<file path="src/rtl/imem_loader.sv">
// imem_loader: boot loader turning a length-prefixed byte stream into
// instruction-memory write strobes, NOP-padded, then releasing the core.
module imem_loader #(
  parameter int          DEPTH        = 256,
  parameter logic [31:0] NOP_WORD     = 32'h0000_0013,
  parameter int          DONE_TIMEOUT = 16
) (
  input  logic        clk,
  input  logic        rst,
  input  logic        start,
  input  logic [7:0]  rx_data,
  input  logic        rx_valid,
  output logic        rx_ready,
  output logic        mem_load_en,
  output logic [31:0] mem_load_inst,
  input  logic        mem_load_done,
  output logic        busy,
  output logic        cpu_run,
  output logic        err,
  output logic [8:0]  words_written
);

  localparam int TW = $clog2(DONE_TIMEOUT + 1);

  localparam logic [8:0]    W_DEPTH   = 9'(DEPTH);
  localparam logic [15:0]   N_DEPTH   = 16'(DEPTH);
  localparam logic [TW-1:0] W_TO_LAST = TW'(DONE_TIMEOUT - 1);

  typedef enum logic [3:0] {
    S_IDLE,
    S_HDR0,
    S_HDR1,
    S_DATA,
    S_WR,
    S_PAD,
    S_WAIT,
    S_RUN,
    S_ERR
  } state_t;

  state_t        r_state;
  logic [15:0]   r_n;
  logic [23:0]   r_sh;
  logic [1:0]    r_idx;
  logic [31:0]   r_inst;
  logic [8:0]    r_cnt;
  logic [TW-1:0] r_to;

  logic [15:0] w_n;
  logic [8:0]  w_cnt_inc;
  logic        w_more;
  logic        w_busy;
  logic        w_wr;

  assign w_n       = {rx_data, r_n[7:0]};
  assign w_cnt_inc = r_cnt + 9'd1;
  assign w_more    = {7'd0, w_cnt_inc} < r_n;
  assign w_wr      = (r_state == S_WR) || (r_state == S_PAD);
  assign w_busy    = (r_state == S_HDR0) || (r_state == S_HDR1) ||
                     (r_state == S_DATA) || w_wr ||
                     (r_state == S_WAIT);

  assign rx_ready      = (r_state == S_HDR0) || (r_state == S_HDR1) ||
                         (r_state == S_DATA);
  assign mem_load_en   = w_wr;
  assign mem_load_inst = r_inst;
  assign busy          = w_busy;
  assign cpu_run       = (r_state == S_RUN);
  assign err           = (r_state == S_ERR);
  assign words_written = r_cnt;

  always_ff @(posedge clk) begin
    if (rst) begin
      r_state <= S_IDLE;
      r_n     <= '0;
      r_sh    <= '0;
      r_idx   <= '0;
      r_inst  <= '0;
      r_cnt   <= '0;
      r_to    <= '0;
    end else begin
      if (w_wr) begin
        r_cnt <= w_cnt_inc;
      end
      // A full memory before our last write means it was not reset with us
      if (w_busy && mem_load_done && r_cnt != W_DEPTH) begin
        r_state <= S_ERR;
      end else begin
        unique case (r_state)
          S_IDLE: begin
            if (start) begin
              r_state <= mem_load_done ? S_ERR : S_HDR0;
            end
          end
          S_HDR0: begin
            if (rx_valid) begin
              r_n[7:0] <= rx_data;
              r_state  <= S_HDR1;
            end
          end
          S_HDR1: begin
            if (rx_valid) begin
              r_n <= w_n;
              if (w_n == 16'd0 || w_n > N_DEPTH) begin
                r_state <= S_ERR;
              end else begin
                r_state <= S_DATA;
              end
            end
          end
          S_DATA: begin
            if (rx_valid) begin
              r_sh  <= {rx_data, r_sh[23:8]};
              r_idx <= r_idx + 2'd1;
              if (r_idx == 2'd3) begin
                r_inst  <= {rx_data, r_sh};
                r_state <= S_WR;
              end
            end
          end
          S_WR: begin
            if (w_more) begin
              r_state <= S_DATA;
            end else if (r_n < N_DEPTH) begin
              r_inst  <= NOP_WORD;
              r_state <= S_PAD;
            end else begin
              r_to    <= '0;
              r_state <= S_WAIT;
            end
          end
          S_PAD: begin
            if (w_cnt_inc == W_DEPTH) begin
              r_to    <= '0;
              r_state <= S_WAIT;
            end
          end
          S_WAIT: begin
            if (mem_load_done) begin
              r_state <= S_RUN;
            end else if (r_to == W_TO_LAST) begin
              r_state <= S_ERR;
            end else begin
              r_to <= r_to + TW'(1);
            end
          end
          default: begin
          end
        endcase
      end
    end
  end

endmodule

</file>
<file path="config.mk">
export PLATFORM = sky130hd
export DESIGN_NAME = imem_loader
export DESIGN_NICKNAME = d
export VERILOG_FILES = /design/src/rtl/imem_loader.sv
export SDC_FILE = /design/constraint.sdc
export NUM_CORES = 1
export LEC_CHECK = 0
export ABC_AREA = 1
export CAP_MARGIN = 20
export CORE_MARGIN = 4
export CORE_UTILIZATION = 35
export CTS_CLUSTER_SIZE = 30
export DETAILED_ROUTE_END_ITERATION = 12
export GPL_TIMING_DRIVEN = 0
export PLACE_DENSITY = 0.64
export SLEW_MARGIN = 0
export SYNTH_ARGS = -nofsm -noshare
export SYNTH_HDL_FRONTEND = slang
export SYNTH_SLANG_ARGS = --single-unit
</file>
<file path="constraint.sdc">
create_clock -name clk -period 3.5 [get_ports clk]
set_clock_uncertainty 0.1 [all_clocks]
set_input_delay 0.7 -clock clk [delete_from_list [all_inputs] [get_ports clk]]
set_output_delay 0.7 -clock clk [all_outputs]
set_load 0.02 [all_outputs]
</file>
Word-level counts from Yosys, hierarchy flattened
Cells that the tools add are included.
Storage, ports and cells
  register bits after elaboration: 92
  input bits: 13
  output and inout bits: 46
Operators by class
  $add $sub $neg: 3
  magnitude comparators: 3
  equal/unequal tests: 31
  mux-type cells: 27
  bitwise logic cells: 2
  reductions and logical operators: 22
Operators by type and width (count)
  two-way mux 32 bit: 4
  case mux 32 bit (2 select lines): 1
  two-way mux 4 bit: 11
  case mux 4 bit (7 select lines): 1
  two-way mux 5 bit: 5
  == test 4 x 3 -> 1 bit (second input constant): 4
  greater-than comparator 16 x 9 -> 1 bit (second input constant): 1
  zero test 16 bit: 1
  less-than comparator 16 x 9 -> 1 bit (second input constant): 1
  less-than comparator 9 x 16 -> 1 bit: 1
  inequality test 2 bit (second input constant): 8
  case mux 8 bit (2 select lines): 1
  AND reduction 8 bit: 2
  case mux 5 bit (3 select lines): 1
  inequality test 3 x 2 -> 1 bit (second input constant): 4
  adder 9 x 1 -> 9 bit (second input constant): 1
  == test 9 bit (second input constant): 1
  inequality test 9 bit (second input constant): 1
  == test 4 x 2 -> 1 bit (second input constant): 2
  two-way mux 8 bit: 1
  nonzero test 8 bit: 1
  AND reduction 7 bit: 1
  nonzero test 7 bit: 1
  logical OR 1 bit: 6
  21 further kinds: 27

Depth between registers and ports, before layout
  word-level depth: 9
  depth in mapped cells: 23

Worst setup path after synthesis
Ideal clock, no wire load.
  path kind: register to register
  start point: register r_cnt[0], in the netlist words_written[0]
  end point: register r_inst[11], in the netlist mem_load_inst[11]
  library setup time: 0.114 ns
  arrival time: 2.487 ns
  required time: 3.286 ns
  setup slack: 0.799 ns
  stages on the path, launching flop included: 20
  path buffers: 2
  period minus slack after synthesis: 2.701 ns
  cells stage by stage: dfxtp_1 > ha_1 > nand2_1 > nor2_1 > nand3_1 > nand2_1 > inv_1 > ha_1 > nand2_1 > o21a_1 > nand2_1 > nand2_1 > nand3_1 > nand2_2 > inv_2 > nand2_2 > buf_6 > buf_6 > a21oi_1 > nor2_1
Between the ends
  word-level cells in the longest chain between the ends: 4
Ends and longest elaborated chain
  start: declaration: line 46  | logic [8:0] r_cnt;
  start signal: assignment: line 83  | r_cnt <= w_cnt_inc;
  adder 9 x 1 -> 9 bit: line 56  | assign w_cnt_inc = r_cnt + 9'd1;
  via w_cnt_inc[6]: line 50  | logic [8:0] w_cnt_inc;
  less-than comparator 9 x 16 -> 1 bit: line 57  | assign w_more = {7'd0, w_cnt_inc} < r_n;
  inequality test 2 bit (no source line)
  AND reduction 6 bit (no source line)
  end signal: assignment: line 116  | r_inst <= {rx_data, r_sh};
  end: declaration: line 45  | logic [31:0] r_inst;
The timed path passes the listed nets, and every way through them passes these cells.
A chain may end at the register's enable or synchronous reset.

Final worst setup path
  start point: register r_state[2]
  end point: output mem_load_en
Between the ends
  word-level cells in the longest chain between the ends: 2
Ends and longest elaborated chain
  start: declaration: line 41  | state_t r_state;
  start signal: assignment: line 92  | r_state <= mem_load_done ? S_ERR : S_HDR0;
  == test 4 x 3 -> 1 bit: line 58  | assign w_wr = (r_state == S_WR) || (r_state == S_PAD);
  logical OR 1 bit (*): line 58
  end: declaration: line 14  | output logic mem_load_en,
Mark *: on every way between the ends. The rest lies on a longest branch, timed or not.

==> results_dict.tcl <==
set metrics [dict create \
    hold_path.class "reg2reg" \
    cts_tree "built" \
    crit_start "r_state[2]" \
    drive_gt1_frac 0.0699 \
    synth_area_leaders "dfxtp_1 41%, nand2_1 11%, a21oi_1 9.3%" \
    ios 59 \
    track_usage 0.158 \
    gp_congestion 0.860 \
    criticalPathCategory "reg2out" \
    yosys_warnings 0 \
    antenna_cells 0 \
    swShare 0.305 \
    via_per_inst 4.52 \
    cts_setup_buffers 0 \
    setup_viol 0 \
    critical_path_buf_inv_count 4 \
    status "completed" \
    area_delta_synth_final_pct 24.4 \
    portBuffers 57 \
    ys_ff_latch 92 \
    p_per_area_nw_per_um2 504 \
    fp.dieH_um 122 \
    hold_viol_final 0 \
    dpl_cell_area_um2 5330 \
    grt_first_pass_wirelength_mm 18.9 \
    stdcell_area_um2 5650 \
    pwr-share-seq 0.404 \
    max_freq_mhz 333 \
    nets 766 \
    wl_mm 11.1 \
    p_comb_frac 0.220 \
    final_cell_mix "128 x nand2_1, 110 x inv_1, 92 x dfxtp_1" \
    drc_errors 0 \
    drt_iter0_markers 232 \
    drv_cap 0 \
    synth_cell_types 29 \
    worstPathMaxFanout 10 \
    clock_power_share 0.376 \
    routedWlPerCell_um 12.1 \
    crit_slowest_cell "clkdlybuf4s50_1" \
    core_area_um2 12700 \
    setup-tns-final_ns 0 \
    power.switching_uw 871 \
    multi_input_area_um2 2110 \
    grt-ovfl-total 0 \
    final_common_cell "nand2_1" \
    numClockSinks 92 \
    postRouteAntennaNets 0 \
    vias 4136 \
    die_w_um 122 \
    p_leak_nw 2.43 \
    ir_drop_uv 214 \
    crit_family "buffers and inverters" \
    critPathMaxStageDelay_ns 0.69 \
    final-seq-area_um2 1840 \
    fin_crit_sh 0.858 \
    antenna_found_initial 0 \
    cts_root_buffer "clkbuf_16" \
    tightest_slew_ns 0.530 \
    start_util 0.358 \
    rows 41 \
    cp.arrival_ns 2.20 \
    yosysTopAreaCell "dfxtp_1" \
    maxSlewViolCount 0 \
    internal-power_mw 1.98 \
    cts-resized-gates 0 \
    reg2reg_from "words_written[0]" \
    netlist_instances 671 \
    path_cells "inv_2, nor2_4, nand2_4, inv_1, clkbuf_1, clkdlybuf4s50_1" \
    grt_max_degree 17 \
    clk_pin_slew_ns 0.07 \
    synth_fp_nets 698 \
    cp.required_ns 2.70 \
    clockBufferDepth 2 \
    drt-pass1-iter-count 5 \
    hold_start "r_sh[4]" \
    fillerInstances 1338 \
    relSlewSlack 0.647 \
    netlist_area_um2 4540 \
    rsz0062_at_grt "no" \
    cts_inserted_buffers 9 \
    cts-htree-levels 3 \
    syn_avg_cell_area_um2 6.77 \
    start_kind "register" \
    fin_crit_ns 3.00 \
    dpl.hpwl_mm 8.34 \
    netlist.area_leader.share 0.406 \
    synth-seq-area-share 0.406 \
    grt_pass1_vias 3883 \
    cp-end-kind "output pin" \
    dieArea_um2 14900 \
    cts-hold-fix-buffers 0 \
    insertion_delay_ns 0.34 \
]
[routing by layer]
layer | GRT usage | share of wire | wire length [µm] | up-vias
met5 | 0 | 0 | 0 | -
met4 | 0.0483 | 0.011 | 123 | 0
met3 | 0.0320 | 0.042 | 466 | 7
met2 | 0.243 | 0.43 | 4800 | 73
met1 | 0.223 | 0.51 | 5710 | 1812
li1 | - | - | - | 2244
[power groups by stage]
stage	Combinational (mW)	Sequential, mW	Clock [mW]
detailed placement	0.626	1.18	0
global route	0.720	1.16	1.13
finish	0.626	1.15	1.07
CTS	0.629	1.15	1.09
global placement	0.626	1.17	0
floorplan	0.422	1.19	0
[metrics by stage]
step                cells  hold WS (ns)  setup slack (ns)  power [mW]   util
floorplan             671         0.324             0.799        1.61      -
global placement      900         0.336             0.578        1.80  0.420
detailed placement    900         0.338             0.586        1.80  0.420
CTS                   916         0.348             0.491        2.87  0.446
global route          916         0.377             0.177        3.01  0.446
finish                916         0.350             0.499        2.85  0.446
[cell usage after synthesis (all sizes together)]
| master | number |
|---|---|
| nand2 | 134 |
| inv | 117 |
| dfxtp | 92 |
| a21oi | 85 |
| nor2 | 81 |
| o21ai | 53 |
| nand3 | 45 |
| clkbuf | 16 |
| ha | 14 |
| buf | 13 |
| nor3 | 6 |
| nand4 | 4 |
| or2 | 4 |
| o21a | 2 |
| a31oi | 1 |
| clkinv | 1 |
| nand3b | 1 |
| o21bai | 1 |
| xor2 | 1 |
[path summary, 6_finish.rpt]
kind         cells past startpoint                end  slack, ns
max                              6        mem_load_en       0.50
min                              2            r_sh[4]       0.35
max reg2reg                     17  mem_load_inst[17]       0.54
min reg2reg                      2            r_sh[4]       0.35
[flip-flops by register name, indices dropped and copies added, names as in the netlist]
signal         flops
mem_load_inst     32
r_idx              2
r_n               16
r_sh              24
r_state            4
r_to               5
words_written      9
[cell families after synthesis]
group | Yosys count | share of synthesized area
buffers and inverters | 147 | 0.130
adders and majority gates | 14 | 0.0386
AOI/OAI and AO/OA | 142 | 0.164
DFF | 92 | 0.406
xor gates and xnor gates | 1 | 0.00193
and+or+nand+nor | 275 | 0.259
[area by class of cell]
cell class | count | share of cell area
multi-input cells | 432 | 0.373
flip-flops and latches | 92 | 0.326
repair buffers | 57 | 0.101
inverters | 118 | 0.0784
clock buffers | 10 | 0.0405
well taps | 172 | 0.0381
plain buffers | 29 | 0.0264
clock inverters | 6 | 0.0166
[worst register-to-register path: stages (launching register included)]
cell      delay [ns]
dfxtp_1         0.43
ha_1            0.22
nand2_1         0.08
nor2_1          0.19
nand3_1         0.09
nand2_1         0.13
inv_1           0.06
ha_1            0.26
nand2_1         0.06
o21a_1          0.18
nand2_1         0.06
nand2_1         0.07
nand3_1         0.13
nand2_2         0.08
inv_2           0.10
clkbuf_1        0.31
nand3_1         0.17
a21oi_1         0.16
No activity file was read; power rests on OpenSTA's default activity.
